**src/rtl/pipe_skid_reg_pkg.sv**
```systemverilog
// Shared definitions for the inter-stage pipeline registers: state encoding
// and per-stage payload widths (packing stays in each stage).
package pipe_skid_reg_pkg;

    typedef enum logic [1:0] {
        PSR_EMPTY = 2'b00,
        PSR_ONE   = 2'b01,
        PSR_TWO   = 2'b11
    } psr_state_e;

    localparam int unsigned IF_ID_PAYLOAD_W  = 64;
    localparam int unsigned ID_EX_PAYLOAD_W  = 168;
    localparam int unsigned EX_MEM_PAYLOAD_W = 136;
    localparam int unsigned MEM_WB_PAYLOAD_W = 104;

    function automatic logic psr_main_v(input psr_state_e s);
        return s != PSR_EMPTY;
    endfunction

    function automatic logic psr_skid_v(input psr_state_e s);
        return s == PSR_TWO;
    endfunction

endpackage

```
**src/rtl/pipe_skid_reg_if.sv**
```systemverilog
// Valid/ready handshake bundle carrying a payload and its side-band bits.
interface pipe_skid_reg_if #(
    parameter int unsigned DATA_W   = 136,
    parameter int unsigned STICKY_W = 2
);
    logic                valid;
    logic                ready;
    logic [DATA_W-1:0]   data;
    logic [STICKY_W-1:0] sticky;

    modport master (output valid, output data, output sticky, input ready);
    modport slave  (input valid, input data, input sticky, output ready);
endinterface

```
**src/rtl/pipe_skid_reg_sat_counter.sv**
```systemverilog
// Saturating up-counter with synchronous clear; clear wins over increment.
module sat_counter #(
    parameter int unsigned W = 16
) (
    input  logic         clk,
    input  logic         rst_n,
    input  logic         inc,
    input  logic         clr,
    output logic [W-1:0] cnt
);
    logic [W-1:0] cnt_q;
    logic [W-1:0] cnt_d;

    always_comb begin
        cnt_d = cnt_q;
        if (clr) begin
            cnt_d = '0;
        end else if (inc && (cnt_q != '1)) begin
            cnt_d = cnt_q + 1'b1;
        end
    end

    always_ff @(posedge clk or negedge rst_n) begin
        if (!rst_n) begin
            cnt_q <= '0;
        end else begin
            cnt_q <= cnt_d;
        end
    end

    assign cnt = cnt_q;
endmodule

```
**src/rtl/pipe_skid_reg.sv**
```systemverilog
// Pipeline boundary register with a two-entry skid buffer so up.ready never
// depends combinationally on dn.ready; flush kills entries, sticky bits survive.
module pipe_skid_reg
    import pipe_skid_reg_pkg::*;
#(
    parameter int unsigned DATA_W       = 136,
    parameter int unsigned STICKY_W     = 2,
    parameter bit          CLR_ON_FLUSH = 1'b1,
    parameter int unsigned CNT_W        = 16
) (
    input  logic               clk,
    input  logic               rst_n,
    input  logic               cpu_en,
    input  logic               flush,
    pipe_skid_reg_if.slave     up,
    pipe_skid_reg_if.master    dn,
    output logic               skid_full,
    output logic [CNT_W-1:0]   stall_cnt,
    input  logic               stall_cnt_clr
);
    psr_state_e          st_q, st_d;
    logic [DATA_W-1:0]   main_data_q, main_data_d;
    logic [STICKY_W-1:0] main_sticky_q, main_sticky_d;
    logic [DATA_W-1:0]   skid_data_q, skid_data_d;
    logic [STICKY_W-1:0] skid_sticky_q, skid_sticky_d;
    logic                rdy_q, rdy_d;

    logic main_v;
    logic acc;
    logic pop;
    logic kill;

    assign main_v = psr_main_v(st_q);
    assign kill   = cpu_en & flush;
    assign acc    = cpu_en & up.valid & up.ready & ~flush;
    assign pop    = cpu_en & main_v & dn.ready & ~flush;

    always_comb begin
        st_d          = st_q;
        main_data_d   = main_data_q;
        main_sticky_d = main_sticky_q;
        skid_data_d   = skid_data_q;
        skid_sticky_d = skid_sticky_q;
        if (kill) begin
            st_d          = PSR_EMPTY;
            skid_sticky_d = '0;
            if (CLR_ON_FLUSH) begin
                main_data_d = '0;
                skid_data_d = '0;
            end
        end else begin
            unique case (st_q)
                PSR_EMPTY: begin
                    if (acc) begin
                        st_d          = PSR_ONE;
                        main_data_d   = up.data;
                        main_sticky_d = up.sticky;
                    end
                end
                PSR_ONE: begin
                    if (acc && pop) begin
                        main_data_d   = up.data;
                        main_sticky_d = up.sticky;
                    end else if (acc) begin
                        st_d          = PSR_TWO;
                        skid_data_d   = up.data;
                        skid_sticky_d = up.sticky;
                    end else if (pop) begin
                        st_d = PSR_EMPTY;
                    end
                end
                PSR_TWO: begin
                    // up.ready is low here, so only a pop can move the state
                    if (pop) begin
                        st_d          = PSR_ONE;
                        main_data_d   = skid_data_q;
                        main_sticky_d = skid_sticky_q;
                    end
                end
                default: st_d = PSR_EMPTY;
            endcase
        end
        rdy_d = ~psr_skid_v(st_d);
    end

    always_ff @(posedge clk or negedge rst_n) begin
        if (!rst_n) begin
            st_q          <= PSR_EMPTY;
            main_data_q   <= '0;
            main_sticky_q <= '0;
            skid_data_q   <= '0;
            skid_sticky_q <= '0;
            rdy_q         <= 1'b0;
        end else begin
            st_q          <= st_d;
            main_data_q   <= main_data_d;
            main_sticky_q <= main_sticky_d;
            skid_data_q   <= skid_data_d;
            skid_sticky_q <= skid_sticky_d;
            rdy_q         <= rdy_d;
        end
    end

    assign up.ready  = cpu_en & rdy_q;
    assign dn.valid  = main_v;
    assign dn.data   = main_data_q;
    assign dn.sticky = main_sticky_q;
    assign skid_full = psr_skid_v(st_q);

    sat_counter #(
        .W(CNT_W)
    ) u_stall_cnt (
        .clk   (clk),
        .rst_n (rst_n),
        .inc   (cpu_en & main_v & ~dn.ready & ~flush),
        .clr   (cpu_en & stall_cnt_clr),
        .cnt   (stall_cnt)
    );
endmodule

```
**src/flat_wrapper.sv**
```systemverilog
// flat-port wrapper written by rule: the top's interface ports become plain ports
module pipe_skid_reg_flat import pipe_skid_reg_pkg::*;
#(
    parameter int unsigned DATA_W       = 136,
    parameter int unsigned STICKY_W     = 2,
    parameter bit          CLR_ON_FLUSH = 1'b1,
    parameter int unsigned CNT_W        = 16
)
  (clk, rst_n, cpu_en, flush, skid_full, stall_cnt, stall_cnt_clr, up_valid, up_data, up_sticky, up_ready, dn_valid, dn_data, dn_sticky, dn_ready);
  pipe_skid_reg_if #(.DATA_W(DATA_W), .STICKY_W(STICKY_W)) up_i ();
  pipe_skid_reg_if #(.DATA_W(DATA_W), .STICKY_W(STICKY_W)) dn_i ();
  input  logic clk;
  input  logic rst_n;
  input  logic cpu_en;
  input  logic flush;
  output logic skid_full;
  output logic [CNT_W-1:0] stall_cnt;
  input  logic stall_cnt_clr;
  input wire logic [$bits(up_i.valid)-1:0] up_valid;
  input wire logic [$bits(up_i.data)-1:0] up_data;
  input wire logic [$bits(up_i.sticky)-1:0] up_sticky;
  output wire logic [$bits(up_i.ready)-1:0] up_ready;
  output wire logic [$bits(dn_i.valid)-1:0] dn_valid;
  output wire logic [$bits(dn_i.data)-1:0] dn_data;
  output wire logic [$bits(dn_i.sticky)-1:0] dn_sticky;
  input wire logic [$bits(dn_i.ready)-1:0] dn_ready;
  assign up_i.valid = up_valid;
  assign up_i.data = up_data;
  assign up_i.sticky = up_sticky;
  assign up_ready = up_i.ready;
  assign dn_valid = dn_i.valid;
  assign dn_data = dn_i.data;
  assign dn_sticky = dn_i.sticky;
  assign dn_i.ready = dn_ready;
  pipe_skid_reg #(.DATA_W(DATA_W), .STICKY_W(STICKY_W), .CLR_ON_FLUSH(CLR_ON_FLUSH), .CNT_W(CNT_W)) u_core (.clk(clk), .rst_n(rst_n), .cpu_en(cpu_en), .flush(flush), .up(up_i), .dn(dn_i), .skid_full(skid_full), .stall_cnt(stall_cnt), .stall_cnt_clr(stall_cnt_clr));
endmodule
```
**config.mk**
```make
export PLATFORM = sky130hd
export DESIGN_NAME = pipe_skid_reg_flat
export DESIGN_NICKNAME = d
export VERILOG_FILES = /design/src/rtl/pipe_skid_reg_pkg.sv /design/src/rtl/pipe_skid_reg_if.sv /design/src/rtl/pipe_skid_reg_sat_counter.sv /design/src/rtl/pipe_skid_reg.sv /design/src/flat_wrapper.sv
export SDC_FILE = /design/constraint.sdc
export NUM_CORES = 1
export LEC_CHECK = 0
export ABC_CLOCK_PERIOD_IN_PS = 4300
export CAP_MARGIN = 15
export CORE_MARGIN = 2
export CORE_UTILIZATION = 53
export DETAILED_ROUTE_END_ITERATION = 8
export PLACE_DENSITY = 0.88
export SLEW_MARGIN = 20
export SYNTH_ARGS = -nofsm -noshare
export SYNTH_HDL_FRONTEND = slang
export SYNTH_SLANG_ARGS = --single-unit
```
**constraint.sdc**
```tcl
create_clock -name clk -period 4.3 [get_ports clk]
set_input_delay 0.86 -clock clk [delete_from_list [all_inputs] [get_ports clk]]
set_output_delay 0.86 -clock clk [all_outputs]
set_load 0.005 [all_outputs]
```
==> metrics.txt <==
status finished clean; Syn Area/Cell 13.5 µm²; Setup Viol. Count Final 0; Worst-Skew Late Latency 0.54 ns; post-synth top area share 60.6%; DRT Pass-1 Iters 5; Critical Path Slowest Stage Cell clkdlybuf4s50_1; initial core utilization 54.0%; worst stage delay on the critical path 0.75 ns; HPWL after DPL 20100 µm; total grt overflow 0; max_cap viols 0; root buf cell clkbuf_16; Top cell by count, worst path clkdlybuf4s50_1; Ys Warns 0; CTS tree built; RSZ-0062 raised after global routing no; Tmin final 3.17 ns; Slew Limit Fails 0; num rows 55; Power Total 6.70 mW; period utilization 73.7%; post-DR wirelength/cell 22.5 µm; Worst EP required 3.44 ns; Worst Skew 0.00917 ns; synth unique cells 40; GP Congestion 0.837; max_slew headroom 38.8%; final hold viol count 0; mapped cell area 12200 µm²; crit-path cells clkdlybuf4s50_1, and2_1, clkdlybuf4s50_1; DR DRC count 0; grt met2 use 43.0%; Worst Reg-to-Reg Cells 4; I/O Buffers 301; Mapped Nets 1046; Core ar. 22600 µm²; Layout area overhead 35.8%; busiest layer in global routing met2; GR Layer Usage met1 37.2%; final core utilization 73.3%; final instance area 16500 µm²; FFs w/ async S/R, synth 100%; initial antenna violation count 2; Synth Instances 900; largest net degree at the start of global routing 139; delay-heaviest family, CP buffers and inverters; Setup Total Neg Slack 0 ns; share of cells above drive strength 1 6.14%; sequential area share after synthesis 60.6%; first-pass GRT wire length 53200 µm; clk sink count 295; CP max FO 9; Net count, final 1312; gr usage total 27.3%; largest area contributor in the netlist dfrtp_1; setup ws final 1.13 ns; leading post-synthesis cells by cell area dfrtp_1 61%, mux2i_1 12%, a22o_1 9.9%; WP data arrival 2.31 ns; Leak 6.87 nW; Register Area 7380 µm²; Starting DRT DRC Count 597; DR vias/cell 6.21; worst path buffer plus inverter count 2; Post-Place Worst Slack 1.16 ns; Critical Path Sink Type output pin; CTS Buf Count 30; H-tree depth 1; Post-synth EDFFs 0; CP Launch Type input pin; Setup Fix Bufs, Post-CTS 0; Synth Flop Type dfrtp_1; Crit. path cell count 3; Clock transition at path regs 0.06 ns; DP Area 15500 µm²; grt met3 use 7.72%; clock buffer depth 3; die area 24200 µm²; Die X 156 µm; fill count 1427; ANT nets after route 0; hold_buf cts 0; Min-Delay Path Class in2async; Post-CTS Resized 0; final WL 33200 µm; Power Density 405 nW/µm²; critical path class in2out; Seq cells post-synth 295; multi-input combinational cell area 4480 µm²; Worst-Margin Slew 0.914 ns; worst vdd ir 0.000255 V; vias in the first global route 9558; f_max 316 MHz; via count 9157; Die Span Y 156 µm; Ports 302
## routing by layer
layer	part of all wire, %	wire length, µm	vias to the layer above
met5	0	0	-
met4	3.0	994	0
met3	8.6	2860	65
met2	47	15600	375
met1	41	13700	4672
li1	-	-	4045
## path summary, 6_finish.rpt
kind	slack [ns]	from	endpoint
worst max-delay path	1.13	cpu_en	up_ready
worst min-delay path	0.33	rst_n	u_core.skid_data_q[36]
worst max register to register	1.85	u_core.st_q[1]	u_core.dn.data[32]
worst min register to register	0.49	u_core.dn.sticky[1]	u_core.dn.sticky[1]
max in group asynchronous	3.01	rst_n	u_core.dn.data[56]
min in group clk	0.49	u_core.dn.sticky[1]	u_core.dn.sticky[1]
## registers in the layout (all words and copies together), names as in the netlist
name	flops
u_core.skid_sticky_q	2
u_core.rdy_q	1
u_core.u_stall_cnt.cnt	16
u_core.dn.sticky	2
u_core.skid_data_q	136
u_core.dn.data	136
u_core.st_q	2
## power breakdown
part | internal, mW | leakage [nW] | total, mW | switching (mW)
registers | 2.96 | 4.03 | 3.07 | 0.115
logic | 0.515 | 2.33 | 0.894 | 0.378
clock network | 1.66 | 0.514 | 2.73 | 1.07
total | 5.13 | 6.87 | 6.70 | 1.57
## cell type report
| type | count | area share (%) |
|---|---|---|
| Multi-Input combinational cell | 521 | 27.1 |
| Tap cell | 285 | 2.15 |
| Antenna cell | 2 | 0.0302 |
| Inverter | 3 | 0.0680 |
| Timing Repair Buffer | 315 | 19.7 |
| Clock buffer | 46 | 5.63 |
| Sequential cell | 295 | 44.6 |
| Clock inverter | 8 | 0.726 |
## through the flow
step                cells  hold slack [ns]
floorplan             900            0.466
global placement     1419            0.462
detailed placement   1419            0.473
CTS                  1473            0.337
global route         1475            0.363
finish               1475            0.326
## synth_stat cells, drive strengths merged, types with 5 or more instances
| library cell | n |
|---|---|
| or3 | 5 |
| nand3 | 7 |
| nor3 | 6 |
| o2bb2ai | 136 |
| buf | 24 |
| dfrtp | 295 |
| or4 | 8 |
| a22o | 138 |
| o21ai | 8 |
| clkbuf | 57 |
| mux2i | 141 |
| a21oi | 13 |
| o31ai | 10 |
| nand2 | 17 |
## cell families after synthesis
family	synth area share (%)
compound gates	21.5
simple gates	3.29
buf+inv	2.92
flops	60.6
mux	11.6
fa+ha+maj	0.103
## worst register-to-register path: stages (launching register included)
cell,delay (ns)
dfrtp_1,0.46
and2_4,0.58
buf_12,0.61
mux2i_1,0.55
o2bb2ai_1,0.12
## cell usage in the layout (no fill, tap or decap), types with 2 or more instances in the layout
cell type	count
nor4_1	4
or3_1	5
inv_1	3
o31ai_1	10
clkinvlp_4	2
nor2_1	3
or4_1	6
diode_2	2
buf_4	3
clkinv_2	3
and3_1	3
nor3_1	6
clkbuf_8	10
nand2_1	17
o2bb2ai_1	136
mux2i_1	141
bufinv_16	3
nand3_1	7
nand4_1	3
buf_12	11
clkdlybuf4s50_1	300
dfrtp_1	295
o21ai_0	6
o21ai_4	2
nand2b_1	2
a22o_1	138
clkbuf_1	5
or4_4	2
a21oi_1	13
clkbuf_16	31
and2_1	2
No activity file was read; power rests on OpenSTA's default activity.
